File: src/rtl/dt_pkg.sv
// Shared constants and types for the distance-transform result RAM arbiter.
package dt_pkg;

    localparam int AW = 14;
    localparam int DW = 8;

    localparam logic M0 = 1'b0;
    localparam logic M1 = 1'b1;

    typedef enum logic [1:0] {
        OWN_NONE = 2'd0,
        OWN_M0   = 2'd1,
        OWN_M1   = 2'd2
    } own_e;

endpackage

File: src/rtl/dt_arb_lock_timer.sv
// Lock-ownership idle timer: counts owner-idle cycles and pulses expire on the
// LOCK_TMO-th consecutive idle cycle, then restarts from zero.
module dt_arb_lock_timer #(
    parameter int LOCK_TMO = 16
) (
    input  logic clk,
    input  logic reset,
    input  logic clear,
    input  logic idle,
    output logic expire
);

    localparam int CW = $clog2(LOCK_TMO + 1);
    localparam logic [CW-1:0] LAST_IDLE = CW'(LOCK_TMO - 1);

    logic [CW-1:0] count_reg;
    logic [CW-1:0] count_next;

    // Fires during the final idle cycle so the release lands on the next edge.
    assign expire = idle && !clear && (count_reg == LAST_IDLE);

    always_comb begin
        count_next = count_reg;
        if (clear || expire) begin
            count_next = '0;
        end else if (idle) begin
            count_next = count_reg + 1'b1;
        end
    end

    always_ff @(posedge clk or negedge reset) begin
        if (!reset) begin
            count_reg <= '0;
        end else begin
            count_reg <= count_next;
        end
    end

endmodule

File: src/rtl/dt_res_arbiter.sv
// Two-master arbiter for the single-port DT result RAM with lock ownership,
// lock timeout and a 3-cycle registered read return. Define RES_ARB_RR_EN for
// round-robin contention; otherwise master 0 has fixed priority.
module dt_res_arbiter
    import dt_pkg::*;
#(
    parameter int AW       = dt_pkg::AW,
    parameter int DW       = dt_pkg::DW,
    parameter int LOCK_TMO = 16
) (
    input  logic          clk,
    input  logic          reset,
    input  logic          req0,
    input  logic          req1,
    input  logic          wr0,
    input  logic          wr1,
    input  logic          lock0,
    input  logic          lock1,
    input  logic [AW-1:0] addr0,
    input  logic [AW-1:0] addr1,
    input  logic [DW-1:0] wdata0,
    input  logic [DW-1:0] wdata1,
    output logic          gnt0,
    output logic          gnt1,
    output logic          rvalid0,
    output logic          rvalid1,
    output logic [DW-1:0] rdata0,
    output logic [DW-1:0] rdata1,
    output logic          lock_err,
    output logic          res_wr,
    output logic          res_rd,
    output logic [AW-1:0] res_addr,
    output logic [DW-1:0] res_do,
    input  logic [DW-1:0] res_di
);

    own_e state_reg;
    own_e state_next;

    logic          win_m1;
    logic          acc;
    logic          acc_m;
    logic          acc_wr;
    logic          acc_lock;
    logic [AW-1:0] acc_addr;
    logic [DW-1:0] acc_wdata;

    logic          owner_idle;
    logic          tmr_clear;
    logic          tmr_expire;

    logic          res_wr_reg;
    logic          res_rd_reg;
    logic [AW-1:0] res_addr_reg;
    logic [DW-1:0] res_do_reg;
    logic          tag1_reg;
    logic          rd2_reg;
    logic          tag2_reg;
    logic          rvalid_reg [2];
    logic [DW-1:0] rdata_reg  [2];

`ifdef RES_ARB_RR_EN
    logic rr_last_reg;

    // Pointer follows every accept, including commands issued under a lock.
    always_ff @(posedge clk or negedge reset) begin
        if (!reset) begin
            rr_last_reg <= M1;
        end else if (acc) begin
            rr_last_reg <= acc_m;
        end
    end

    assign win_m1 = (rr_last_reg == M0);
`else
    assign win_m1 = 1'b0;
`endif

    // Grant looks only at requests, ownership and the contention winner.
    always_comb begin
        gnt0 = 1'b0;
        gnt1 = 1'b0;
        case (state_reg)
            OWN_M0: gnt0 = req0;
            OWN_M1: gnt1 = req1;
            default: begin
                gnt0 = req0 && (!req1 || !win_m1);
                gnt1 = req1 && (!req0 || win_m1);
            end
        endcase
    end

    assign acc       = gnt0 || gnt1;
    assign acc_m     = gnt1;
    assign acc_wr    = gnt1 ? wr1    : wr0;
    assign acc_lock  = gnt1 ? lock1  : lock0;
    assign acc_addr  = gnt1 ? addr1  : addr0;
    assign acc_wdata = gnt1 ? wdata1 : wdata0;

    assign owner_idle = ((state_reg == OWN_M0) && !req0) ||
                        ((state_reg == OWN_M1) && !req1);
    assign tmr_clear  = acc || (state_reg == OWN_NONE);

    dt_arb_lock_timer #(
        .LOCK_TMO (LOCK_TMO)
    ) u_lock_timer (
        .clk    (clk),
        .reset  (reset),
        .clear  (tmr_clear),
        .idle   (owner_idle),
        .expire (tmr_expire)
    );

    assign lock_err = tmr_expire;

    always_comb begin
        state_next = state_reg;
        if (acc) begin
            if (!acc_lock) begin
                state_next = OWN_NONE;
            end else if (acc_m) begin
                state_next = OWN_M1;
            end else begin
                state_next = OWN_M0;
            end
        end else if (tmr_expire) begin
            state_next = OWN_NONE;
        end
    end

    // Stage 1 drives the RAM pins; stage 2 tracks the read while res_di settles.
    always_ff @(posedge clk or negedge reset) begin
        if (!reset) begin
            state_reg    <= OWN_NONE;
            res_wr_reg   <= 1'b0;
            res_rd_reg   <= 1'b0;
            res_addr_reg <= '0;
            res_do_reg   <= '0;
            tag1_reg     <= M0;
            rd2_reg      <= 1'b0;
            tag2_reg     <= M0;
        end else begin
            state_reg  <= state_next;
            res_wr_reg <= acc && acc_wr;
            res_rd_reg <= acc && !acc_wr;
            if (acc) begin
                res_addr_reg <= acc_addr;
                tag1_reg     <= acc_m;
            end
            // Write data only changes on writes so res_do keeps the last written value.
            if (acc && acc_wr) begin
                res_do_reg <= acc_wdata;
            end
            rd2_reg  <= res_rd_reg;
            tag2_reg <= tag1_reg;
        end
    end

    genvar gi;
    generate
        for (gi = 0; gi < 2; gi++) begin : g_ret
            always_ff @(posedge clk or negedge reset) begin
                if (!reset) begin
                    rvalid_reg[gi] <= 1'b0;
                    rdata_reg[gi]  <= '0;
                end else begin
                    rvalid_reg[gi] <= rd2_reg && (tag2_reg == 1'(gi));
                    if (rd2_reg && (tag2_reg == 1'(gi))) begin
                        rdata_reg[gi] <= res_di;
                    end
                end
            end
        end
    endgenerate

    assign res_wr   = res_wr_reg;
    assign res_rd   = res_rd_reg;
    assign res_addr = res_addr_reg;
    assign res_do   = res_do_reg;
    assign rvalid0  = rvalid_reg[0];
    assign rvalid1  = rvalid_reg[1];
    assign rdata0   = rdata_reg[0];
    assign rdata1   = rdata_reg[1];

endmodule

File: config.mk
export PLATFORM = sky130hd
export DESIGN_NAME = dt_res_arbiter
export DESIGN_NICKNAME = d
export VERILOG_FILES = /design/src/rtl/dt_pkg.sv /design/src/rtl/dt_arb_lock_timer.sv /design/src/rtl/dt_res_arbiter.sv
export SDC_FILE = /design/constraint.sdc
export NUM_CORES = 1
export LEC_CHECK = 0
export CAP_MARGIN = 20
export CORE_UTILIZATION = 37
export CTS_CLUSTER_SIZE = 8
export DETAILED_ROUTE_END_ITERATION = 10
export GPL_TIMING_DRIVEN = 1
export PLACE_DENSITY_LB_ADDON = 0.05
export SLEW_MARGIN = 40
export SYNTH_ARGS = -nofsm -noshare
export SYNTH_HDL_FRONTEND = slang
export SYNTH_SLANG_ARGS = --single-unit
File: constraint.sdc
create_clock -name clk -period 1.7 [get_ports clk]
set_input_delay 0.255 -clock clk [delete_from_list [all_inputs] [get_ports clk]]
set_output_delay 0.255 -clock clk [all_outputs]
set_load 0.02 [all_outputs]
### Word level (Yosys, flattened, before mapping)

Cells that the tools add are included.

| word-level totals | value |
|---|---|
| output and inout port bits | 45 |
| register bits | 52 |
| input port bits | 60 |
| logic and storage cells | 50 |

| operators by class | value |
|---|---|
| multiplexer cells | 12 |
| add/sub/neg operators | 1 |
| eq/ne operators | 3 |
| reduce and logical (&&, ||, !) cells | 20 |
| bitwise gates (word level) | 1 |

Operator list:

| cell | number |
|---|---|
| 14-bit two-way mux | 1 |
| 5-bit two-way mux | 2 |
| 1-bit logical AND | 9 |
| 2-bit two-way mux | 4 |
| 8-bit two-way mux | 1 |
| 5-bit by 1-bit adder with 5-bit output, second input constant | 1 |
| 5-bit by 4-bit equality test with 1-bit output, second input constant | 1 |
| 1-bit zero test | 4 |
| 1-bit logical OR | 4 |
| 2-bit nonzero test | 2 |
| 1-bit two-way mux | 3 |
| 2-bit by 1-bit equality test with 1-bit output, second input constant | 1 |
| 2-bit equality test, second input constant | 1 |
| 2-bit zero test | 1 |
| 1-bit one-hot mux with 2 select lines | 1 |
| 1-bit inverter | 1 |

### Depth between registers and ports, before layout

Gate-level depths: netlist of run 1.

| logic depth | value |
|---|---|
| depth after elaboration | 10 |
| gate-level depth with buffers | 8 |
| gate-level depth less buffers | 7 |

### Modules after synthesis

Synthesis of run 1 repeated with hierarchy kept, for this count alone.

| unflattened totals | value |
|---|---|
| cells, all modules | 188 |
| area total of the unflattened synthesis | 2,252.2 µm² |

By module, submodules not included:

| module | area an instance (µm²) | seq. area each (µm²) | instances | cells an instance |
|---|---|---|---|---|
| dt_res_arbiter | 1,979.4 | 1,176.1 | 1 | 159 |
| dt_arb_lock_timer | 272.8 | 125.1 | 1 | 29 |

### Worst setup path before layout of run 1

Ideal clock, no wire load.

| timing path | value |
|---|---|
| path kind | register to output |
| start | register state_reg[0] |
| end | output lock_err |
| buffers on the path | 0 |
| data arrival time | 1,653 ps |
| data required time | 1,445 ps |
| path slack | -208 ps |
| stages on the path, launching flop included | 8 |
| cells stage by stage | dfrtp_1 -> inv_1 -> ha_1 -> nand2b_1 -> inv_2 -> a31oi_1 -> nand2b_1 -> nor2_1 |

| between the ends | value |
|---|---|
| word-level cells in the longest chain between the ends | 7 |
| elaborated cells on any way between the ends | 13 |
| those cells by class | eq/ne (2); mux (2); reduce/logical (9) |

Ends and longest elaborated chain:

| item | line | RTL |
|---|---|---|
| start, declared | dt_res_arbiter.sv:37 | `own_e state_reg;` |
| start signal, assigned | dt_res_arbiter.sv:143 | `state_reg <= state_next;` |
| 2-bit equality test / 2-bit by 1-bit equality test with 1-bit output (equally long branches) | dt_res_arbiter.sv:83, dt_res_arbiter.sv:101, dt_res_arbiter.sv:100 |  |
| 1-bit one-hot mux with 2 select lines / 1-bit two-way mux (equally long branches) | dt_res_arbiter.sv:83 | `case (state_reg)` |
| 1-bit logical OR | dt_res_arbiter.sv:93 | `assign acc = gnt0 \|\| gnt1;` |
| 1-bit logical OR | dt_res_arbiter.sv:102 | `assign tmr_clear = acc \|\| (state_reg == OWN_NONE);` |
| 1-bit zero test | dt_arb_lock_timer.sv:20 | `assign expire = idle && !clear && (count_reg == LAST_IDLE);` |
| 1-bit logical AND (*) (2 in a row) | dt_arb_lock_timer.sv:20 |  |
| end, declared | dt_res_arbiter.sv:29 | `output logic lock_err,` |

Every way passes the cells marked *; elsewhere a longest branch is shown, timed or not.

### Worst setup path in the final report of run 1

Same ends and word-level chain as after synthesis.

==> impl_metrics.toml, run 1 <==
[setup_path]
depth_of_the_worst_register_to_register_path = 8
path_class = "reg2out"
crit_fanout = 3
setup_crit_start_kind = "flop"
critical_path.endpoint_type = "output port"
worst_r2r_startpoint = "state_reg[1]"
worst_ep_required_time_ns = 1.44
r2r_slack_ns = -0.12
worst-endpoint-arrival_ns = 1.71
crit-reg2reg-capture = "u_lock_timer.count_reg[3]"

[placement]
placement.cell_area_um2 = 3572
dp_hpwl_um = 3978
routabilityCongestion = 0.7319
io_buffer_count = 104
pre_cts_ws_ns = -0.4956

[run_status]
outcome = "finished with violations"
violations = "setup timing"

[sta]
rsz0062_at_grt = "yes"
hold_violations = 0
layout_worst_path_cycle_share = 1.159
worst_pin_slew_ns = 0.3770
setup_violations = 25
post-route-worst-setup-slack_ns = -0.2695
fin_worst_skew_ns = 0.005880
fin_crit_ns = 1.970
timing_max_transition_violations_final = 0
max_slew_margin = 0.7480
fin_hold_ws_ns = 0.3863
max_freq_ghz = 0.5077

[synth]
post_synth_num_cell_types = 30
yosysWarnings = 0
postSynthRegisterBits = 52
syn_area_um2 = 2221
synth_flop_cell = "sky130_fd_sc_hd__dfrtp_1"
netlist.area_leader.share = 0.5859
post_synth_edffs = 0
synthTopCellsByArea = "sky130_fd_sc_hd__dfrtp_1 59%, sky130_fd_sc_hd__mux2_2 8.1%, sky130_fd_sc_hd__nand2_1 8.1%, sky130_fd_sc_hd__a22oi_1 4.4%, sky130_fd_sc_hd__mux2i_1 3.6%"
synth_commonest_cells = "52 x sky130_fd_sc_hd__dfrtp_1, 48 x sky130_fd_sc_hd__nand2_1, 16 x sky130_fd_sc_hd__mux2_2"
synth_fp_nets = 264
yosysTopAreaCell = "sky130_fd_sc_hd__dfrtp_1"
postSynthCellCount = 199
synth-async-reset-ratio = 1.000
synthMostInstantiatedCell = "sky130_fd_sc_hd__dfrtp_1"
synth-seq-area-share = 0.5859
syn_area_per_cell_um2 = 11.16

[global_routing]
grt_usage = 0.1966
gr_ovfl_total = 0
antenna_found_initial = 0
grt_pass1_wl_um = 9694
vias_in_the_first_global_route = 2148
grt_start_max_net_pins = 53

[route]
postRouteWirelength_um = 6172
routed-via-count = 2044
avgViaCountPerCell = 4.867
drt_iter0_drc = 84
wl_per_cell_um = 14.70
tritonroute_pass_1_iters = 4
route.antenna.remaining_nets = 0
drcViolationCount = 0

[clock_tree]
clkSlewWorstSetupHoldPaths_ns = 0.10
cts_root_cell = "sky130_fd_sc_hd__clkbuf_8"
clock_sinks = 52
clock_insertion_delay_worst_skew_ns = 0.30
htree_levels = 2
clk_buf_depth = 2
cts_tree = "yes"
cts-buffers-inserted = 5

[power]
sequential_share_of_power = 0.287
power.ir.vdd_worst_mv = 0.8641
comb_power_share = 0.610
p_int_uw = 4482
static-leakage-power_uw = 0.001823
share_of_total_power_consumed_by_net_switching = 0.3791
share_clk_of_total_power = 0.103
total_switching_power_uw = 2736
power_dens_cells_nw_per_um2 = 1720

[hold_path]
holdCritPathClass = "reg2reg"
worstHoldEndpoint = "tag2_reg"
hold_depth = 0
worstHoldStart = "tag1_reg"

[cells_and_area]
final_area_um2 = 4197
fraction_of_layout_instances_using_a_drive_strength_above_1 = 0.3563
finalNetCount = 412
largest_reg_flops = 14
layout-area-overhead-vs-synth_pct = 88.96
filler_cell_count = 370
diodes = 0

[die]
die_area_um2 = 6316
die-width_um = 79.48
rows = 27
core-area_um2 = 5642
die_h_um = 79.48
number_of_placed_i_o_pins = 105
floorplan.initialDensity = 0.3937

[job]
timing.max_cap.violations = 0
-- per-stage QoR --
step	util	total power [µW]	TNS, ns	cells
6_report	0.7438	7218	-1.814	420
5_1_grt	0.7438	7644	-3.728	420
4_1_cts	0.7026	6824	-3.858	413
3_5_place_dp	0.6332	5466	-3.026	398
3_3_place_gp	0.6332	5416	-2.286	398
2_1_floorplan	-	3720	-0.04858	199
-- power groups by stage --
stage | clock [µW] | combinational, µW | sequential, µW
CTS | 758 | 4010 | 2060
global placement | 0 | 3370 | 2050
global route | 822 | 4690 | 2130
detailed placement | 0 | 3400 | 2060
floorplan | 0 | 1050 | 2670
finish | 741 | 4400 | 2070
-- what timing repair did --
item                       4_1_cts  5_1_grt
hold buffers                     1        0
pin swaps                       16       14
setup buffers                    4        7
setup endpoints to repair       31       34
gates cloned                     2        2
resized for setup               65       47
hold endpoints to repair        52        0
-- how the worst max path moves through the flow --
stage,slack (ns),startpoint,cells past startpoint,endpoint
after global placement,-0.46,req0,6,lock_err
final,-0.27,state_reg[0],7,lock_err
after detailed placement,-0.50,state_reg[0],7,lock_err
after global routing,-0.35,state_reg[0],7,lock_err
after CTS,-0.26,state_reg[0],7,lock_err
after floorplan,-0.05,state_reg[0],6,lock_err
-- cells by family after synthesis --
family	after synthesis	share of synthesized area
AND/OR/NAND/NOR	70	0.1431
multiplexers	24	0.1172
buffers and inverters	14	0.02592
AO/OA/AOI/OAI	34	0.09972
adder cells (fa/ha/maj)	5	0.02817
flip-flops	52	0.5859
-- worst max-delay path: stages, from the launching register on --
cell and delay (ns):
sky130_fd_sc_hd__dfrtp_1 0.41, sky130_fd_sc_hd__inv_2 0.12, sky130_fd_sc_hd__ha_4 0.22, sky130_fd_sc_hd__nand2b_4 0.16
sky130_fd_sc_hd__a31oi_4 0.21, sky130_fd_sc_hd__nand2b_4 0.08, sky130_fd_sc_hd__nor2_4 0.09, sky130_fd_sc_hd__buf_6 0.12
-- cell usage in the layout, fill, tap and decap left out, types with 2 or more instances in the layout --
cell type                         netlist  routed
sky130_fd_sc_hd__clkbuf_8               0       6
sky130_fd_sc_hd__mux2i_2                0       2
sky130_fd_sc_hd__mux2i_1                8       4
sky130_fd_sc_hd__nand2_2                0       6
sky130_fd_sc_hd__nor2b_1                2       2
sky130_fd_sc_hd__nand2b_1               7       3
sky130_fd_sc_hd__mux2i_4                0       2
sky130_fd_sc_hd__o21ai_1                1       5
sky130_fd_sc_hd__a31oi_1                3       2
sky130_fd_sc_hd__nand2_1               48      42
sky130_fd_sc_hd__nand2b_4               0       4
sky130_fd_sc_hd__inv_6                  0       2
sky130_fd_sc_hd__a22oi_2                0      13
sky130_fd_sc_hd__o21ai_2                0       3
sky130_fd_sc_hd__dfrtp_1               52      52
sky130_fd_sc_hd__nand3b_1               2       2
sky130_fd_sc_hd__buf_4                  0      24
sky130_fd_sc_hd__inv_1                  5       2
sky130_fd_sc_hd__buf_6                  0      17
sky130_fd_sc_hd__buf_12                 0       2
sky130_fd_sc_hd__ha_4                   0       4
sky130_fd_sc_hd__a21oi_1                5       4
sky130_fd_sc_hd__clkdlybuf4s50_1        0     100
sky130_fd_sc_hd__mux2_2                16      16
sky130_fd_sc_hd__inv_2                  2       4
-- final cells by class --
cell class / count / area [µm²] / share of cell area
timing repair buffer: 148 / 1495 / 0.3563
sequential: 52 / 1301 / 0.3101
multi-input combinational: 133 / 1182 / 0.2818
tap: 72 / 90.09 / 0.02147
clock buffer: 6 / 82.58 / 0.01968
inverter: 7 / 31.28 / 0.007454
clock inverter: 2 / 13.76 / 0.003280
-- per-layer routing --
| layer | wire, µm | vias up | track usage |
|---|---|---|---|
| met5 | 0 | - | 0 |
| met4 | 82 | 0 | 0.05455 |
| met3 | 376 | 7 | 0.06171 |
| met2 | 3178 | 70 | 0.3436 |
| met1 | 2534 | 987 | 0.2301 |
| li1 | - | 980 | - |
Power figures use the tool's default switching activity.
==> inputs of run 2 (changes only) <==
--- a/config.mk
+++ b/config.mk
@@ -6,6 +6,7 @@
 export NUM_CORES = 1
 export LEC_CHECK = 0
 export CAP_MARGIN = 20
+export CORE_MARGIN = 2
 export CORE_UTILIZATION = 37
 export CTS_CLUSTER_SIZE = 8
 export DETAILED_ROUTE_END_ITERATION = 10
@@ -14,4 +15,5 @@
 export SLEW_MARGIN = 40
 export SYNTH_ARGS = -nofsm -noshare
 export SYNTH_HDL_FRONTEND = slang
+export SYNTH_HIERARCHICAL = 1
 export SYNTH_SLANG_ARGS = --single-unit
==> impl_metrics.toml, run 2 <==
[global_routing]
vias_in_the_first_global_route = 1889
grt_usage = 0.1730
grt_pass1_wl_um = 8749
antenna_found_initial = 0
gr_ovfl_total = 0
grt_start_max_net_pins = 27

[setup_path]
worst_ep_required_time_ns = 1.44
crit_family = "simple AND/OR/NAND/NOR gates"
worst-endpoint-arrival_ns = 2.00
crit-reg2reg-capture = "u_lock_timer/count_reg[3]"
crit_fanout = 2
crit_path_top_delay_cell = "sky130_fd_sc_hd__dfrtp_1"
critPathBufInv = 3
depth_of_the_worst_register_to_register_path = 9
max_stage_delay_ns = 0.41
path_class = "reg2out"
r2r_slack_ns = -0.27
setup_crit_start_kind = "flop"
worst_r2r_startpoint = "state_reg[1]"
critical_path.endpoint_type = "output port"
crit_chain = "inv_2, ha_4, nand2b_4, nand3_4, inv_6, or3_4, nor3b_4, buf_6"

[clock_tree]
clock_insertion_delay_worst_skew_ns = 0.30
cts-buffers-inserted = 5
clkSlewWorstSetupHoldPaths_ns = 0.09
cts_root_cell = "sky130_fd_sc_hd__clkbuf_8"
cts_tree = "yes"
htree_levels = 2
clock_sinks = 52
clk_buf_depth = 2

[cells_and_area]
layout-area-overhead-vs-synth_pct = 73.78
final_area_um2 = 3914
final_common_cell = "sky130_fd_sc_hd__clkdlybuf4s50_1"
diodes = 0
fin_util = 0.6650
largest_reg_flops = 14
filler_cell_count = 489
finalNetCount = 391
final_cell_mix = "100 x sky130_fd_sc_hd__clkdlybuf4s50_1, 52 x sky130_fd_sc_hd__dfrtp_1, 25 x sky130_fd_sc_hd__buf_4, 21 x sky130_fd_sc_hd__nand2_1, 16 x sky130_fd_sc_hd__mux2_2"
fraction_of_layout_instances_using_a_drive_strength_above_1 = 0.2508
final_cell_count_no_fill = 402

[sta]
layout_worst_path_cycle_share = 1.327
fin_crit_ns = 2.255
rsz0062_at_grt = "yes"
fin_worst_skew_ns = 0.006627
post-route-worst-setup-slack_ns = -0.5552
max_freq_ghz = 0.4434
tns_ns = -1.759
worst_pin_slew_ns = 0.5948
hold_violations = 0
setup_violations = 17
timing_max_transition_violations_final = 0
max_slew_margin = 0.6034
fin_hold_ws_ns = 0.3819

[power]
share_of_total_power_consumed_by_net_switching = 0.3610
total_switching_power_uw = 2475
static-leakage-power_uw = 0.001792
sequential_share_of_power = 0.299
comb_power_share = 0.569
share_clk_of_total_power = 0.132
power.ir.vdd_worst_mv = 0.9369
power_dens_cells_nw_per_um2 = 1752
p_int_uw = 4380

[route]
postRouteWirelength_um = 5942
tritonroute_pass_1_iters = 6
routed-via-count = 1978
route.antenna.remaining_nets = 0
drt_iter0_drc = 32
drcViolationCount = 0
avgViaCountPerCell = 4.920
wl_per_cell_um = 14.78

[placement]
dp_hpwl_um = 4149
io_buffer_count = 104
routabilityCongestion = 0.8557
placement.cell_area_um2 = 3560
dpl.cell_count = 383

[hold_path]
worstHoldEndpoint = "rd2_reg"
hold_depth = 0
holdCritPathClass = "reg2reg"
worstHoldStart = "res_rd"

[die]
die_area_um2 = 6727
die-width_um = 82.02
rows = 28
core-area_um2 = 5886
number_of_placed_i_o_pins = 105
floorplan.initialDensity = 0.3827
die_h_um = 82.02

[synth]
syn_area_per_cell_um2 = 11.98
synth_flop_cell = "sky130_fd_sc_hd__dfrtp_1"
yosysWarnings = 6
postSynthCellCount = 188
post_synth_num_cell_types = 33
yosysTopAreaCell = "sky130_fd_sc_hd__dfrtp_1"
synth-seq-area-share = 0.5778
syn_area_um2 = 2252
synthMostInstantiatedCell = "sky130_fd_sc_hd__dfrtp_1"
synth-async-reset-ratio = 1.000
synth_commonest_cells = "52 x sky130_fd_sc_hd__dfrtp_1, 23 x sky130_fd_sc_hd__nand2_1, 16 x sky130_fd_sc_hd__mux2_2"
netlist.area_leader.share = 0.5778
postSynthRegisterBits = 52
synth_fp_nets = 253
post_synth_edffs = 0
synthTopCellsByArea = "sky130_fd_sc_hd__dfrtp_1 58%, sky130_fd_sc_hd__mux2_2 8.0%, sky130_fd_sc_hd__a22o_1 3.9%, sky130_fd_sc_hd__nand2_1 3.8%, sky130_fd_sc_hd__mux2i_1 3.6%"

[job]
timing.max_cap.violations = 0

[run_status]
outcome = "finished with violations"
violations = "setup timing"
[run 2: cell count changes after synthesis, moves of 3 or more]
cell / delta
sky130_fd_sc_hd__nand2_1: -25
sky130_fd_sc_hd__inv_1: +3
sky130_fd_sc_hd__nor2_1: +5
sky130_fd_sc_hd__a22oi_1: -13
sky130_fd_sc_hd__nand2b_1: -5
sky130_fd_sc_hd__a22o_1: +10
sky130_fd_sc_hd__a21o_1: +10
[run 2: cell type report]
cell class                      count  area, µm²  area share
Multi-Input combinational cell    120      967.2      0.2471
Timing Repair Buffer              137       1383      0.3533
Clock buffer                        7      96.34     0.02462
Tap cell                           75      93.84     0.02398
Sequential cell                    52       1301      0.3325
Inverter                           10      42.54     0.01087
Clock inverter                      1      30.03    0.007673
[run 2: metrics by stage]
stage,total power [µW],setup WS [ns]
2_1_floorplan,3926,-0.5140
6_report,6855,-0.5552
3_3_place_gp,5494,-0.8173
4_1_cts,6724,-0.5412
3_5_place_dp,5542,-0.8262
5_1_grt,7291,-0.6564
[run 2: worst reg2reg max path: stages, from the launching register on]
cell and delay [ns]:
sky130_fd_sc_hd__dfrtp_1 0.41, sky130_fd_sc_hd__inv_2 0.10, sky130_fd_sc_hd__buf_4 0.12, sky130_fd_sc_hd__ha_1 0.13, sky130_fd_sc_hd__inv_1 0.04, sky130_fd_sc_hd__o22ai_1 0.23
sky130_fd_sc_hd__inv_2 0.08, sky130_fd_sc_hd__buf_4 0.16, sky130_fd_sc_hd__or4_1 0.49, sky130_fd_sc_hd__a21oi_1 0.14
[run 2: power by group through the flow]
stage / clock, µW / combinational [µW] / sequential (µW)
after floorplan: 0 / 1250 / 2680
after global placement: 0 / 3440 / 2060
after detailed placement: 0 / 3470 / 2070
after CTS: 936 / 3740 / 2050
after global routing: 996 / 4180 / 2120
final: 904 / 3900 / 2050
[run 2: worst max-delay path by stage]
stage,endpoint,depth (start not counted),start
finish,lock_err,8,state_reg[1]
global route,lock_err,8,state_reg[1]
CTS,lock_err,8,state_reg[1]
detailed placement,lock_err,7,req0
global placement,lock_err,7,req0
floorplan,lock_err,9,state_reg[0]
[run 2: per-layer routing]
metal  wire (µm)  part of all wire  track usage  up-vias
met5           0                 0            0        -
met4          64             0.011      0.05000        0
met3         472             0.079      0.04835        5
met2        2838              0.48       0.2732       75
met1        2566              0.43       0.2326      952
li1            -                 -            -      946
[run 2: timing repair]
item,CTS,global route
resized for setup,32,17
hold endpoints to repair,23,0
hold buffers,1,0
gates cloned,0,3
endpoints found under the setup margin,12,31
pin swaps,5,4
setup buffers,7,2
[run 2: logic make-up after synthesis]
group           after synthesis  share of synthesized area
compound gates               45                     0.1400
fa+ha+maj                     5                    0.02778
flops                        52                     0.5778
mux                          24                     0.1156
simple gates                 45                     0.1006
buf+inv                      17                    0.03833
